--- src/rtl/dtree_walk_ctrl.sv ---
// dtree_walk_ctrl: evaluates a decision tree stored in an external synchronous
// node ROM by walking it one node at a time with a single shared comparator.
// A feature vector arrives as N_FEAT beats, the walk runs FETCH/EVAL pairs, and
// the leaf class (or an abort flag) is held on the output until accepted.
// Optional build macro: DTREE_WALK_NODECNT_EN adds the node_cnt output, which
// reports how many nodes were fetched for the current result.
module dtree_walk_ctrl #(
   parameter int N_FEAT    = 7,
   parameter int FEAT_W    = 8,
   parameter int CLASS_W   = 5,
   parameter int NODE_AW   = 5,
   parameter int MAX_DEPTH = 16,
   localparam int FIDX_W   = $clog2(N_FEAT),
   localparam int ROM_W    = 1 + FIDX_W + 3 + FEAT_W + 2*NODE_AW
) (
   input  logic               clk,
   input  logic               rst_n,
   input  logic               in_valid,
   output logic               in_ready,
   input  logic [FEAT_W-1:0]  in_data,
   output logic               rom_en,
   output logic [NODE_AW-1:0] rom_addr,
   input  logic [ROM_W-1:0]   rom_data,
   output logic               out_valid,
   input  logic               out_ready,
   output logic [CLASS_W-1:0] out_class,
   output logic               out_err
`ifdef DTREE_WALK_NODECNT_EN
   ,
   output logic [$clog2(MAX_DEPTH+2)-1:0] node_cnt
`endif
);

   localparam int DEPTH_W = $clog2(MAX_DEPTH+1);
   localparam logic [FIDX_W-1:0]  LAST_IDX  = FIDX_W'(N_FEAT-1);
   localparam logic [FIDX_W:0]    N_FEAT_L  = (FIDX_W+1)'(N_FEAT);
   localparam logic [DEPTH_W-1:0] DEPTH_MAX = DEPTH_W'(MAX_DEPTH);

   typedef enum logic [1:0] {
      LOAD  = 2'd0,
      FETCH = 2'd1,
      EVAL  = 2'd2,
      DONE  = 2'd3
   } state_t;

   state_t               state_r, state_s;
   logic [FEAT_W-1:0]    feat_r [N_FEAT];
   logic [FIDX_W-1:0]    cnt_r, cnt_s;
   logic [DEPTH_W-1:0]   depth_r, depth_s;
   logic                 feat_we_s;
   logic                 in_ready_s, rom_en_s, out_valid_s, out_err_s;
   logic [NODE_AW-1:0]   rom_addr_s;
   logic [CLASS_W-1:0]   out_class_s;
`ifdef DTREE_WALK_NODECNT_EN
   logic [$clog2(MAX_DEPTH+2)-1:0] node_cnt_s;
`endif

   // Node word fields, MSB first: leaf, fidx, shift, thr, left, right.
   logic                 node_leaf_s;
   logic [FIDX_W-1:0]    node_fidx_s;
   logic [2:0]           node_shift_s;
   logic [FEAT_W-1:0]    node_thr_s;
   logic [NODE_AW-1:0]   node_left_s, node_right_s;
   logic                 fidx_ok_s;
   logic [FEAT_W-1:0]    feat_sel_s, slice_s;
   logic                 go_left_s;

   assign node_leaf_s  = rom_data[ROM_W-1];
   assign node_fidx_s  = rom_data[ROM_W-2 -: FIDX_W];
   assign node_shift_s = rom_data[ROM_W-2-FIDX_W -: 3];
   assign node_thr_s   = rom_data[2*NODE_AW +: FEAT_W];
   assign node_left_s  = rom_data[NODE_AW +: NODE_AW];
   assign node_right_s = rom_data[0 +: NODE_AW];
   assign fidx_ok_s    = ({1'b0, node_fidx_s} < N_FEAT_L);

   // Shared slice comparator: (feat[fidx] >> shift) <= thr, unsigned.
   always_comb begin
      feat_sel_s = {FEAT_W{1'b0}};
      if (fidx_ok_s) begin
         feat_sel_s = feat_r[node_fidx_s];
      end else begin
         feat_sel_s = {FEAT_W{1'b0}};
      end
      slice_s   = feat_sel_s >> node_shift_s;
      go_left_s = (slice_s <= node_thr_s);
   end

   // Next-state and next-output logic for the walk FSM.
   always_comb begin
      state_s     = state_r;
      cnt_s       = cnt_r;
      depth_s     = depth_r;
      feat_we_s   = 1'b0;
      in_ready_s  = 1'b0;
      rom_en_s    = 1'b0;
      rom_addr_s  = rom_addr;
      out_valid_s = out_valid;
      out_class_s = out_class;
      out_err_s   = out_err;
`ifdef DTREE_WALK_NODECNT_EN
      node_cnt_s  = node_cnt;
`endif
      case (state_r)
         LOAD: begin
            in_ready_s = 1'b1;
            if (in_valid && in_ready) begin
               feat_we_s = 1'b1;
               if (cnt_r == LAST_IDX) begin
                  cnt_s      = {FIDX_W{1'b0}};
                  depth_s    = {DEPTH_W{1'b0}};
                  rom_addr_s = {NODE_AW{1'b0}};
                  rom_en_s   = 1'b1;
                  in_ready_s = 1'b0;
                  state_s    = FETCH;
`ifdef DTREE_WALK_NODECNT_EN
                  node_cnt_s = '0;
`endif
               end else begin
                  cnt_s = cnt_r + FIDX_W'(1);
               end
            end else begin
               cnt_s = cnt_r;
            end
         end
         FETCH: begin
            // ROM samples rom_en/rom_addr on this edge; word is valid in EVAL.
            state_s = EVAL;
`ifdef DTREE_WALK_NODECNT_EN
            node_cnt_s = node_cnt + 1'b1;
`endif
         end
         EVAL: begin
            if (node_leaf_s) begin
               out_valid_s = 1'b1;
               out_class_s = rom_data[CLASS_W-1:0];
               out_err_s   = 1'b0;
               state_s     = DONE;
            end else if (!fidx_ok_s || (depth_r == DEPTH_MAX)) begin
               out_valid_s = 1'b1;
               out_class_s = {CLASS_W{1'b0}};
               out_err_s   = 1'b1;
               state_s     = DONE;
            end else begin
               rom_addr_s = go_left_s ? node_left_s : node_right_s;
               rom_en_s   = 1'b1;
               depth_s    = depth_r + DEPTH_W'(1);
               state_s    = FETCH;
            end
         end
         DONE: begin
            if (out_ready) begin
               out_valid_s = 1'b0;
               in_ready_s  = 1'b1;
               state_s     = LOAD;
            end else begin
               out_valid_s = 1'b1;
            end
         end
         default: begin
            state_s = LOAD;
         end
      endcase
   end

   // State, feature buffer and registered outputs.
   always_ff @(posedge clk or negedge rst_n) begin
      if (!rst_n) begin
         state_r   <= LOAD;
         cnt_r     <= {FIDX_W{1'b0}};
         depth_r   <= {DEPTH_W{1'b0}};
         in_ready  <= 1'b0;
         rom_en    <= 1'b0;
         rom_addr  <= {NODE_AW{1'b0}};
         out_valid <= 1'b0;
         out_class <= {CLASS_W{1'b0}};
         out_err   <= 1'b0;
`ifdef DTREE_WALK_NODECNT_EN
         node_cnt  <= '0;
`endif
         for (int i = 0; i < N_FEAT; i++) begin
            feat_r[i] <= {FEAT_W{1'b0}};
         end
      end else begin
         state_r   <= state_s;
         cnt_r     <= cnt_s;
         depth_r   <= depth_s;
         in_ready  <= in_ready_s;
         rom_en    <= rom_en_s;
         rom_addr  <= rom_addr_s;
         out_valid <= out_valid_s;
         out_class <= out_class_s;
         out_err   <= out_err_s;
`ifdef DTREE_WALK_NODECNT_EN
         node_cnt  <= node_cnt_s;
`endif
         if (feat_we_s) begin
            feat_r[cnt_r] <= in_data;
         end
      end
   end

endmodule

--- config.mk ---
export PLATFORM = sky130hd
export DESIGN_NAME = dtree_walk_ctrl
export DESIGN_NICKNAME = d
export VERILOG_FILES = /design/src/rtl/dtree_walk_ctrl.sv
export SDC_FILE = /design/constraint.sdc
export NUM_CORES = 1
export LEC_CHECK = 0
export CORE_MARGIN = 5
export CORE_UTILIZATION = 45
export DETAILED_ROUTE_END_ITERATION = 7
export PLACE_DENSITY_LB_ADDON = 0.05
export SLEW_MARGIN = 15
export SYNTH_ARGS = -nofsm -noshare
export SYNTH_HDL_FRONTEND = slang
export SYNTH_SLANG_ARGS = --single-unit
--- constraint.sdc ---
create_clock -name clk -period 3 [get_ports clk]
set_clock_uncertainty 0.2 [all_clocks]
set_input_delay 0.3 -clock clk [delete_from_list [all_inputs] [get_ports clk]]
set_output_delay 0.3 -clock clk [all_outputs]
set_load 0.01 [all_outputs]
==> out/qor_table.md <==
| Quantity | Value | Unit |
| --- | --- | --- |
| Outcome | finished, violations left | - |
| Failing checks | negative setup slack | - |
| Maximum buffer depth of the clock tree | 2 | - |
| Place WS | -0.8846 | ns |
| Clock period minus worst slack | 3.159 | ns |
| Cell Pwr Density | 757.1 | nW/um^2 |
| Total congestion overflow | 0 | - |
| Launching point of the worst reg2reg path | feat_r[30] | - |
| Top cell family by delay on the critical path | multiplexers | - |
| Critical Path Sink Type | flop | - |
| Number of cells on the worst reg-to-reg path | 12 | - |
| Worst path cell trace | dlygate4sd2_1 > buf_6 > buf_8 > mux4_2 > nor2_2 > a211oi_1 > mux4_2 > ha_4 > nor2b_4 > o211ai_1 > a21oi_2 > buf_4 > o2111ai_2 > o211ai_1 | - |
| H-Tree Level Count | 3 | - |
| Combined global-route utilization of all metal layers | 18.89 | % |
| Fillcell total | 781 | - |
| Synthesis-stage register bit count | 80 | - |
| Type of the tightest min-delay check | reg2reg | - |
| Max-cap viol count | 0 | - |
| Static leakage | 2.413 | nW |
| Async set or reset register ratio after synthesis | 100.0 | % |
| Proportion of total power due to net switching | 32.51 | % |
| Worst setup margin | -0.1586 | ns |
| Multi-input gate area | 2243 | sq um |
| Via density | 5.419 | - |
| Bufs and invs on worst path | 4 | - |
| # IOs | 51 | - |
| EDFF count, synth | 0 | - |
| Most instantiated flip-flop cell in the synthesis netlist | dfrtp_1 | - |
| TritonCTS clock tree | done | - |
| Number of max-slew violations in the final report | 0 | - |
| Fraction of power consumed by the clock network | 19.0 | % |
| Die height | 107.9 | um |
| Total standard cell area after synthesis | 4309 | sq um |
| Post-Synthesis Cells | 364 | - |
| Final count of hold timing violations | 0 | - |
| Critical Path Start Type | primary input | - |
| Clock buffer count from CTS | 9 | - |
| Post-route clock period utilization | 105.3 | % |
| Max stage delay cell, worst path | mux4_2 | - |
| Initial core utilization | 46.42 | % |
| Post-route core utilization | 58.61 | % |
| Peak ir drop on the vdd network | 0.3759 | mV |
| Reg2Reg Setup Slack | -0.14 | ns |
| Net Sw Power | 1.339 | mW |
| Total Nets Final | 494 | - |
| Pin count of the biggest net entering global routing | 81 | - |
| Worst path arrival time | 3.17 | ns |
| Cell-internal power | 2.781 | mW |
| Overall power | 4.120 | mW |
| Cell depth of the worst setup path | 14 | - |
| Area growth, synth to finish | 26.28 | % |
| Drt first-iter violations | 122 | - |
| Final WL | 10.15 | mm |
| Antenna Cells | 0 | - |
| Critical Path Sink | rom_addr[4] | - |
| Most common library cell in the layout ignoring fill and taps | dfrtp_1 | - |
| Die boundary width | 107.9 | um |
| Type of the setup path with the least slack | in2reg | - |
| Final number of setup-violating endpoints | 5 | - |
| Gpl congestion | 0.8493 | - |
| Synth Warn # | 0 | - |
| Routed via count | 3,127 | - |
| Worst Path Required | 3.01 | ns |
| Part of the total power dissipated in combinational logic | 37.9 | % |
| Root buf cell | clkbuf_8 | - |
| Wire length of the first global-routing pass | 17.12 | mm |
| Post-DP HPWL | 7.232 | mm |
| Number of rows created at floorplan | 35 | - |
| Initial DRT Pass Iterations | 4 | - |
| Port-buffer cells | 50 | - |
| Clock slew at the register clock pins of the worst setup and hold paths | 0.08 | ns |
| Area of the core | 9284 | sq um |
| Post-synth cell types | 50 | - |
| Routed length per placed instance | 17.59 | um |
| Insertion delay to the later sink of the worst-skew pair | 0.34 | ns |
| Register cell area after layout | 2002 | sq um |
| Max-slew headroom | 31.97 | % |
| Fraction of final layout cells with drive strength greater than 1 | 31.92 | % |
| Maximum clock frequency | 316.6 | MHz |
| Origin of the worst setup path | rom_data[21] | - |
| Floorplan die area | 11,630 | sq um |
| CP Max Fanout | 8 | - |
| Number of global-route vias before repair | 3,266 | - |
| Sequential Power Share | 43.1 | % |
| Crit-path max cell delay | 0.54 | ns |
| Final-layout setup total negative slack | -0.6694 | ns |
| Reg2Reg Capture Point | rom_addr[4] | - |
| Post-Syn Area per Cell | 11.84 | sq um |
| Routed Antenna Nets | 0 | - |
| Number of antenna violations at the first check in global routing | 0 | - |
| Transition time at the pin with the least slew margin | 1.021 | ns |
| Post-Synthesis Net Count | 414 | - |
| Register area share after synthesis | 46.46 | % |
| Count of unresolved DRC violations after routing | 0 | - |
| Commonest non-fill, non-tap cells in the layout | 80 x dfrtp_1, 58 x mux2_2, 47 x clkdlybuf4s50_1 | - |
| RSZ-0062 raised after global routing | yes | - |
| Number of clock sinks seen by CTS | 80 | - |
-- cells by family (layout without fill, tap and decap cells) --
family	Yosys count	count (layout)	synth area share (%)
compound gates	61	61	10.48
xor+xnor	3	3	0.6099
fa+ha+maj	13	13	3.775
buf+inv	32	116	3.513
flops	80	80	46.46
mux	84	84	23.90
simple gates	91	91	11.27
-- power by group through the flow --
stage / logic [mW] / registers [mW] / clock network, mW
floorplan: 1.01 / 1.74 / 0
global placement: 1.47 / 1.78 / 0
detailed placement: 1.50 / 1.80 / 0
CTS: 1.56 / 1.78 / 0.803
global route: 1.74 / 1.84 / 0.853
finish: 1.56 / 1.78 / 0.783
-- state kept, by name (all words and copies together) (netlist names) --
name,count
state_r,2
rom_en,1
depth_r,5
out_err,1
in_ready,1
out_class,5
out_valid,1
rom_addr,5
feat_r,56
cnt_r,3
-- cell type report --
class	instances	area share, %
clock inverters	3	0.7818
flip-flops and latches	80	36.79
well taps	129	2.966
inverters	13	0.8968
clock buffers	12	2.667
multi-input cells	252	41.23
repair buffers	88	14.67
-- per-stage QoR --
step	area, sq um	std cells	hold slack (ns)
final	5441	577	0.3023
after global routing	5441	577	0.3276
after CTS	5426	577	0.3072
after detailed placement	5107	554	0.2885
after global placement	5107	554	0.2818
after floorplan	4335	364	-0.1956
-- how the worst min path moves through the flow --
stage	startpoint	to	slack, ns	depth (start not counted)
detailed placement	out_class[1]	out_class[1]	0.29	1
global placement	out_err	out_err	0.28	2
global route	feat_r[40]	feat_r[40]	0.33	1
CTS	out_class[1]	out_class[1]	0.31	1
finish	out_class[3]	out_class[3]	0.30	1
floorplan	rst_n	cnt_r[0]	-0.20	0
-- worst register-to-register path: cells and delay by family (launching register included) --
kind	cells	cell delay, ns
AOI/OAI and AO/OA	5	0.63
adders and majority gates	1	0.24
buffers and inverters	1	0.16
DFF	1	0.38
muxes	2	1.01
and+or+nand+nor	3	0.40
-- synthesized netlist by cell type (all sizes together), types with 3 or more instances --
cell,n,share of area (%)
buf,12,1.8
mux2,58,15
nor2b,7,1.0
nand3b,3,0.52
or2,3,0.44
xnor2,3,0.61
nor3,8,1.3
o21a,3,0.52
mux2i,17,3.9
nand2,21,1.8
inv,12,1.0
mux4,9,4.8
o21ai,7,0.81
o221ai,3,0.61
dfrtp,80,46
a211oi,3,0.52
o2111ai,5,1.0
ha,13,3.8
nand3,11,1.3
nand2b,6,0.87
o211ai,9,1.6
a31oi,3,0.44
o221a,3,0.78
nor2,17,1.5
a21o,3,0.52
a22o,5,1.0
clkbuf,7,0.61
and2,6,0.87
a21oi,10,1.3
-- timing repair --
action | 4_1_cts | 5_1_grt
pin swaps | 14 | 2
resized for setup | 21 | 3
setup endpoints to repair | 5 | 5
hold endpoints to repair | 80 | 0
setup buffers | 6 | 0
hold buffers | 1 | 0
cloned | 1 | 0
-- routing by layer --
metal	track usage, %	wire length [um]	vias up
met5	0	0	-
met4	4.328	123	0
met3	3.839	477	11
met2	29.09	4657	70
met1	27.47	4891	1534
li1	-	-	1512
No activity file was read; power rests on OpenSTA's default activity.
==> edit 1 (same settings) <==
Set the parameter `MAX_DEPTH` to 32 (it was 16).
--- a/src/rtl/dtree_walk_ctrl.sv
+++ b/src/rtl/dtree_walk_ctrl.sv
@@ -9,7 +9,7 @@
    parameter int FEAT_W    = 8,
    parameter int CLASS_W   = 5,
    parameter int NODE_AW   = 5,
-   parameter int MAX_DEPTH = 16,
+   parameter int MAX_DEPTH = 32,
    localparam int FIDX_W   = $clog2(N_FEAT),
    localparam int ROM_W    = 1 + FIDX_W + 3 + FEAT_W + 2*NODE_AW
 ) (
Formal check against the unedited RTL: no difference found for any inputs over 10 cycles, from zero or initial values and one cycle with rst_n low; that may be too few to reach the edited logic, so the function may still have changed.
==> edit 1 against the original RTL <==
The flow still finishes with violations (setup timing). First-iteration DRC count fell by 12%. Sequential cell count rose by 1. Setup slack got worse by 0.040 ns. Register-to-register slack got worse by 0.06 ns. Final area fell by 0.85%. Sequential power rose by 2%. Area after synthesis rose by 1.2%. Maximum frequency fell by 1.3%. Global-route usage fell by 0.35 points. Routed wire length fell by 3.4%. Power rose by 2.8%. Critical endpoint unchanged. Largest cell class unchanged.
==> edit 1: results (changes against the original RTL) <==
* Sequential-to-total area share from yosys stat at 46.5% (about the same)
* Routed wire length per instance at 17.2 µm (-2.2%)
* Post-CTS Resized at 12 (-43%)
* Cell types with the highest counts after synthesis: 81 x sky130_fd_sc_hd__dfrtp_1, 58 x sky130_fd_sc_hd__mux2_2, 20 x sky130_fd_sc_hd__mux2i_1, 20 x sky130_fd_sc_hd__nand2_1, 15 x sky130_fd_sc_hd__inv_1
* Total number of multi-input combinational cells at 251 (-0.40%)
* Power spent charging and discharging nets at 1.35 mW (+0.89%)
* Post-DR vias/cell at 5.50 (+1.5%)
* Sequential cell area at 2030 µm² (+1.2%)
* Comb group at 1.49 mW (-4%)
* Worst-case vdd ir drop at 381 µV (+1.4%)
* Global-route wire length before repair at 16.8 mm (-1.7%)
* Standard cell area after detailed placement at 5060 µm² (-0.86%)
* Worst Slack Setup Final at -0.199 ns (-0.0401 ns)
* Maximum net fanout on the critical path at 6 (-2)
* Proportion of power drawn by combinational gates at 35.2% (-2.7 points)
* Area of the multi-input gates at 2180 µm² (-2.6%)
* Total Nets Final at 482 (-2.4%)
* Mean area per synthesized cell at 12.0 µm² (+0.97%)
* Post-synth ARST share at 100% (unchanged)
* Vias in the first global route at 3235 (-0.95%)
* Flip-flop and latch count at 81 (+1.3%)
* Final design area excluding fillers at 5400 µm² (-0.85%)
* Total routing usage reported by global routing at 18.5% (-0.35 points)
* DRC violation total after the first TritonRoute iteration at 107 (-12%)
* Worst hold slack at 0.306 ns (+0.00340 ns)
* Worst R2R Path Depth at 10 (-2)
* DP HPWL at 6.91 mm (-4.5%)
* Number of buffers inserted by post-CTS setup repair at 2 (-4)
* Power in sequential cells at 1.82 mW (+2%)
* Launching element of the worst setup path: feat_r[37]
* Setup Slack @ Placement at -0.907 ns (-0.0222 ns)
* Layout cells sized above 1 at 26.8% (-5.1 points)
* Hold wc startpoint: feat_r[36]
* CP max stage delay at 0.52 ns (-0.02 ns)
* Outcome: finished with violations
* Total Die Area at 11800 µm² (+1.1%)
* Violations in the final reports: setup timing
* Cell types occupying the most area after synthesis: sky130_fd_sc_hd__dfrtp_1 46%, sky130_fd_sc_hd__mux2_2 15%, sky130_fd_sc_hd__mux2i_1 4.6%
* Nonclk inv count at 15 (+2)
* Hold-critical path endpoint: feat_r[36]
* Maximum number of pins on one net before global-route repair at 82 (+1.2%)
* Layout non-clock buf frac at 13.4% (-1.3 points)
* Setup TNS at -0.940 ns (-0.270 ns)
* Headroom to the max-slew limit at 31.3% (-0.71 points)
* Number of vias in the routed layout at 3135 (+0.26%)
* Total of endpoints with negative setup slack in the final report at 5 (unchanged)
* Net count after synthesis at 415 (+0.24%)
* Static Leakage at 2.41 nW (-0.22%)
* Count of fill cells added during filler insertion at 807 (+3.3%)
* Critical path data arrival time at 3.23 ns (+0.06 ns)
* Synth unique cells at 51 (+2.0%)
* Clock Network Area Fraction at 4.41% (+0.96 points)
* Placer's final routability congestion estimate at 0.820 (-3.5%)
* Placed instance count at 548 (-1.1%)
==> edit 1: cell count changes in the layout (fill, tap and decap cells not counted), moves of 4 or more <==
cell	change
sky130_fd_sc_hd__a21oi_1	+4
sky130_fd_sc_hd__nor3_1	-4
sky130_fd_sc_hd__o21ai_0	+5
sky130_fd_sc_hd__o2111ai_1	+4
sky130_fd_sc_hd__mux2i_2	+4
sky130_fd_sc_hd__nand2b_1	-5
sky130_fd_sc_hd__mux4_2	-4
sky130_fd_sc_hd__buf_4	-14
sky130_fd_sc_hd__o2111ai_2	-4
==> edit 1: cells by family after synthesis <==
kind of cell / after synthesis / share of synthesized area (%)
compound gates: 71 / 12.0
xor+xnor: 1 / 0.201
fa+ha+maj: 13 / 3.73
buf+inv: 33 / 3.93
flops: 81 / 46.5
mux: 86 / 24.1
simple gates: 80 / 9.55
==> edit 1: metal layers <==
layer | part of all wire [%] | track usage (%)
met2 | 44 | 27.7
met1 | 51 | 27.7
met3 | 3.6 | 3.34
met5 | 0 | 0
met4 | 0.96 | 5.14
==> edit 2 (same flow settings) <==
Made on the original files. Encoding of `state_t`: now one-hot (4 bits for 4 states).
--- a/src/rtl/dtree_walk_ctrl.sv
+++ b/src/rtl/dtree_walk_ctrl.sv
@@ -36,11 +36,11 @@
    localparam logic [FIDX_W:0]    N_FEAT_L  = (FIDX_W+1)'(N_FEAT);
    localparam logic [DEPTH_W-1:0] DEPTH_MAX = DEPTH_W'(MAX_DEPTH);
 
-   typedef enum logic [1:0] {
-      LOAD  = 2'd0,
-      FETCH = 2'd1,
-      EVAL  = 2'd2,
-      DONE  = 2'd3
+   typedef enum logic [3:0] {
+      LOAD  = 4'b0001,
+      FETCH = 4'b0010,
+      EVAL  = 4'b0100,
+      DONE  = 4'b1000
    } state_t;
 
    state_t               state_r, state_s;
Behaviour: same outputs for any inputs over 10 cycles, from zero or initial values and one cycle with rst_n low; not proved beyond that.
==> edit 2 against the original RTL <==
Die area grew 3.7%. Routed wire length rose by 4.0%. Power fell by 1.6%. Largest cell class unchanged. Sequential cell count is 2 higher. Setup slack better by 0.23 ns. Area after synthesis up 4.1%. Clock power rose by 3.6%. Register-to-register slack better by 0.23 ns. First-iteration DRC count grew 9.0%. Synthesized cell count rose by 4.7%. Final area increased by 6.8%.
==> edit 2: results (changes against the original RTL) <==
* Outcome: finished clean
* Crit-path leading delay family: compound AO/OA/AOI/OAI gates
* Total routing usage reported by global routing at 19.1% (+0.19 points)
* Area of the multi-input gates at 2420 µm² (+7.8%)
* Cell types with the highest counts after synthesis: 81 x sky130_fd_sc_hd__dfrtp_1, 57 x sky130_fd_sc_hd__mux2_2, 25 x sky130_fd_sc_hd__nand2_1
* Port Buf Inserts at 50 (unchanged)
* Min-Delay Path Class: in2async
* Sequential-to-total area share from yosys stat at 45.8% (-0.68 points)
* CTS buffer count at 9 (unchanged)
* Static Leakage at 2.56 nW (+6.0%)
* Number of antenna violations at the first check in global routing at 0 (unchanged)
* DRC violation total after the first TritonRoute iteration at 133 (+9.0%)
* Placer's final routability congestion estimate at 0.771 (-9.2%)
* Setup Slack @ Placement at -0.624 ns (+0.261 ns)
* Count of placed standard cells in the final layout, fillers left out at 600 (+4.0%)
* Critical path data arrival time at 3.02 ns (-0.15 ns)
* Count of fill cells added during filler insertion at 870 (+11%)
* Post-DR vias/cell at 5.38 (-0.76%)
* Vias in the first global route at 3348 (+2.5%)
* CP max stage delay at 0.46 ns (-0.08 ns)
* Layout cells sized above 1 at 32.8% (+0.84 points)
* Cell types occupying the most area after synthesis: sky130_fd_sc_hd__dfrtp_1 45%, sky130_fd_sc_hd__mux2_2 14%, sky130_fd_sc_hd__mux4_2 6.0%
* Synth unique cells at 53 (+6.0%)
* Clock buffer depth at 2 (unchanged)
* Routed wire length per instance at 17.6 µm (about the same)
* Flop-to-flop setup slack at 0.09 ns (+0.23 ns)
* Net Sw Frac at 31.0% (-1.5 points)
* Worst R2R Path Depth at 12 (unchanged)
* Reg2reg start: feat_r[24]
* Total Nets Final at 509 (+3.0%)
* Worst Slack Setup Final at 0.0756 ns (+0.234 ns)
* Standard cell area after detailed placement at 5390 µm² (+5.5%)
* Maximum number of pins on one net before global-route repair at 48 (-41%)
* Final Hold Fails at 0 (unchanged)
* Global-route wire length before repair at 17.5 mm (+2.4%)
* Mean area per synthesized cell at 11.8 µm² (-0.55%)
* DP HPWL at 7.35 mm (+1.6%)
* Clock latency on the worst-skew pair at 0.36 ns (+0.02 ns)
* Clock network power share at 20.0% (+1.0 points)
* Net count after synthesis at 428 (+3.4%)
* Launching element of the worst setup path: rom_data[22]
* Area of the mapped netlist at 4490 µm² (+4.1%)
* Placed instance count at 578 (+4.3%)
* Worst-case vdd ir drop at 388 µV (+3.3%)
* Worst Max-Slew Pin Slew at 0.548 ns (-0.472 ns)
* Reg2reg end: rom_addr[3]
* Largest register by flop count: feat_r
* Highest-delay cell along the critical path: sky130_fd_sc_hd__mux4_2
* Maximum net fanout on the critical path at 11 (+3)
edit 2: timing repair:
action	4_1_cts	5_1_grt
hold buffers	1	0
gates cloned	2	0
pin swaps	11	11
setup buffers	2	2
resized for setup	11	25
endpoints found under the setup margin	5	5
endpoints found under the hold margin	35	0
edit 2: layout make-up:
type | instances | area share, %
clock buffers | 12 | 2.50
clock inverters | 4 | 0.883
inverters | 13 | 0.840
multi-input cells | 265 | 41.6
flip-flops and latches | 82 | 35.3
well taps | 133 | 2.86
repair buffers | 91 | 16.0
edit 2: cells by family (layout without fill, tap and decap cells):
logic type	after synthesis	in the layout	share of synthesized area [%]
DFF	82	82	45.8
muxes	96	96	26.4
buffers and inverters	34	120	3.51
xor gates and xnor gates	3	3	0.586
adders and majority gates	10	10	2.79
AOI/OAI and AO/OA	49	49	7.14
and+or+nand+nor	107	107	13.8
edit 2: worst min-delay path by stage:
stage / to / slack [ns] / cells past startpoint
floorplan: cnt_r[0] / -0.20 / 0
CTS: rom_addr[1] / 0.25 / 2
finish: out_class[3] / 0.25 / 2
detailed placement: feat_r[44] / 0.11 / 1
global placement: feat_r[44] / 0.1 / 1
global route: rom_addr[1] / 0.30 / 2
edit 2: per-stage QoR:
step	power [mW]	TNS (ns)
floorplan	2.73	0
global placement	3.14	-2.79
detailed placement	3.19	-3.05
CTS	4.04	0
global route	4.35	-0.283
finish	4.05	0
edit 2: per-layer routing:
| metal | share of wire (%) | track usage (%) | vias to the layer above |
|---|---|---|---|
| met3 | 3.0 | 3.70 | 8 |
| met1 | 50 | 27.7 | 1608 |
| met4 | 0.99 | 5.08 | 0 |
| li1 | - | - | 1568 |
| met2 | 46 | 29.2 | 43 |
| met5 | 0 | 0 | - |
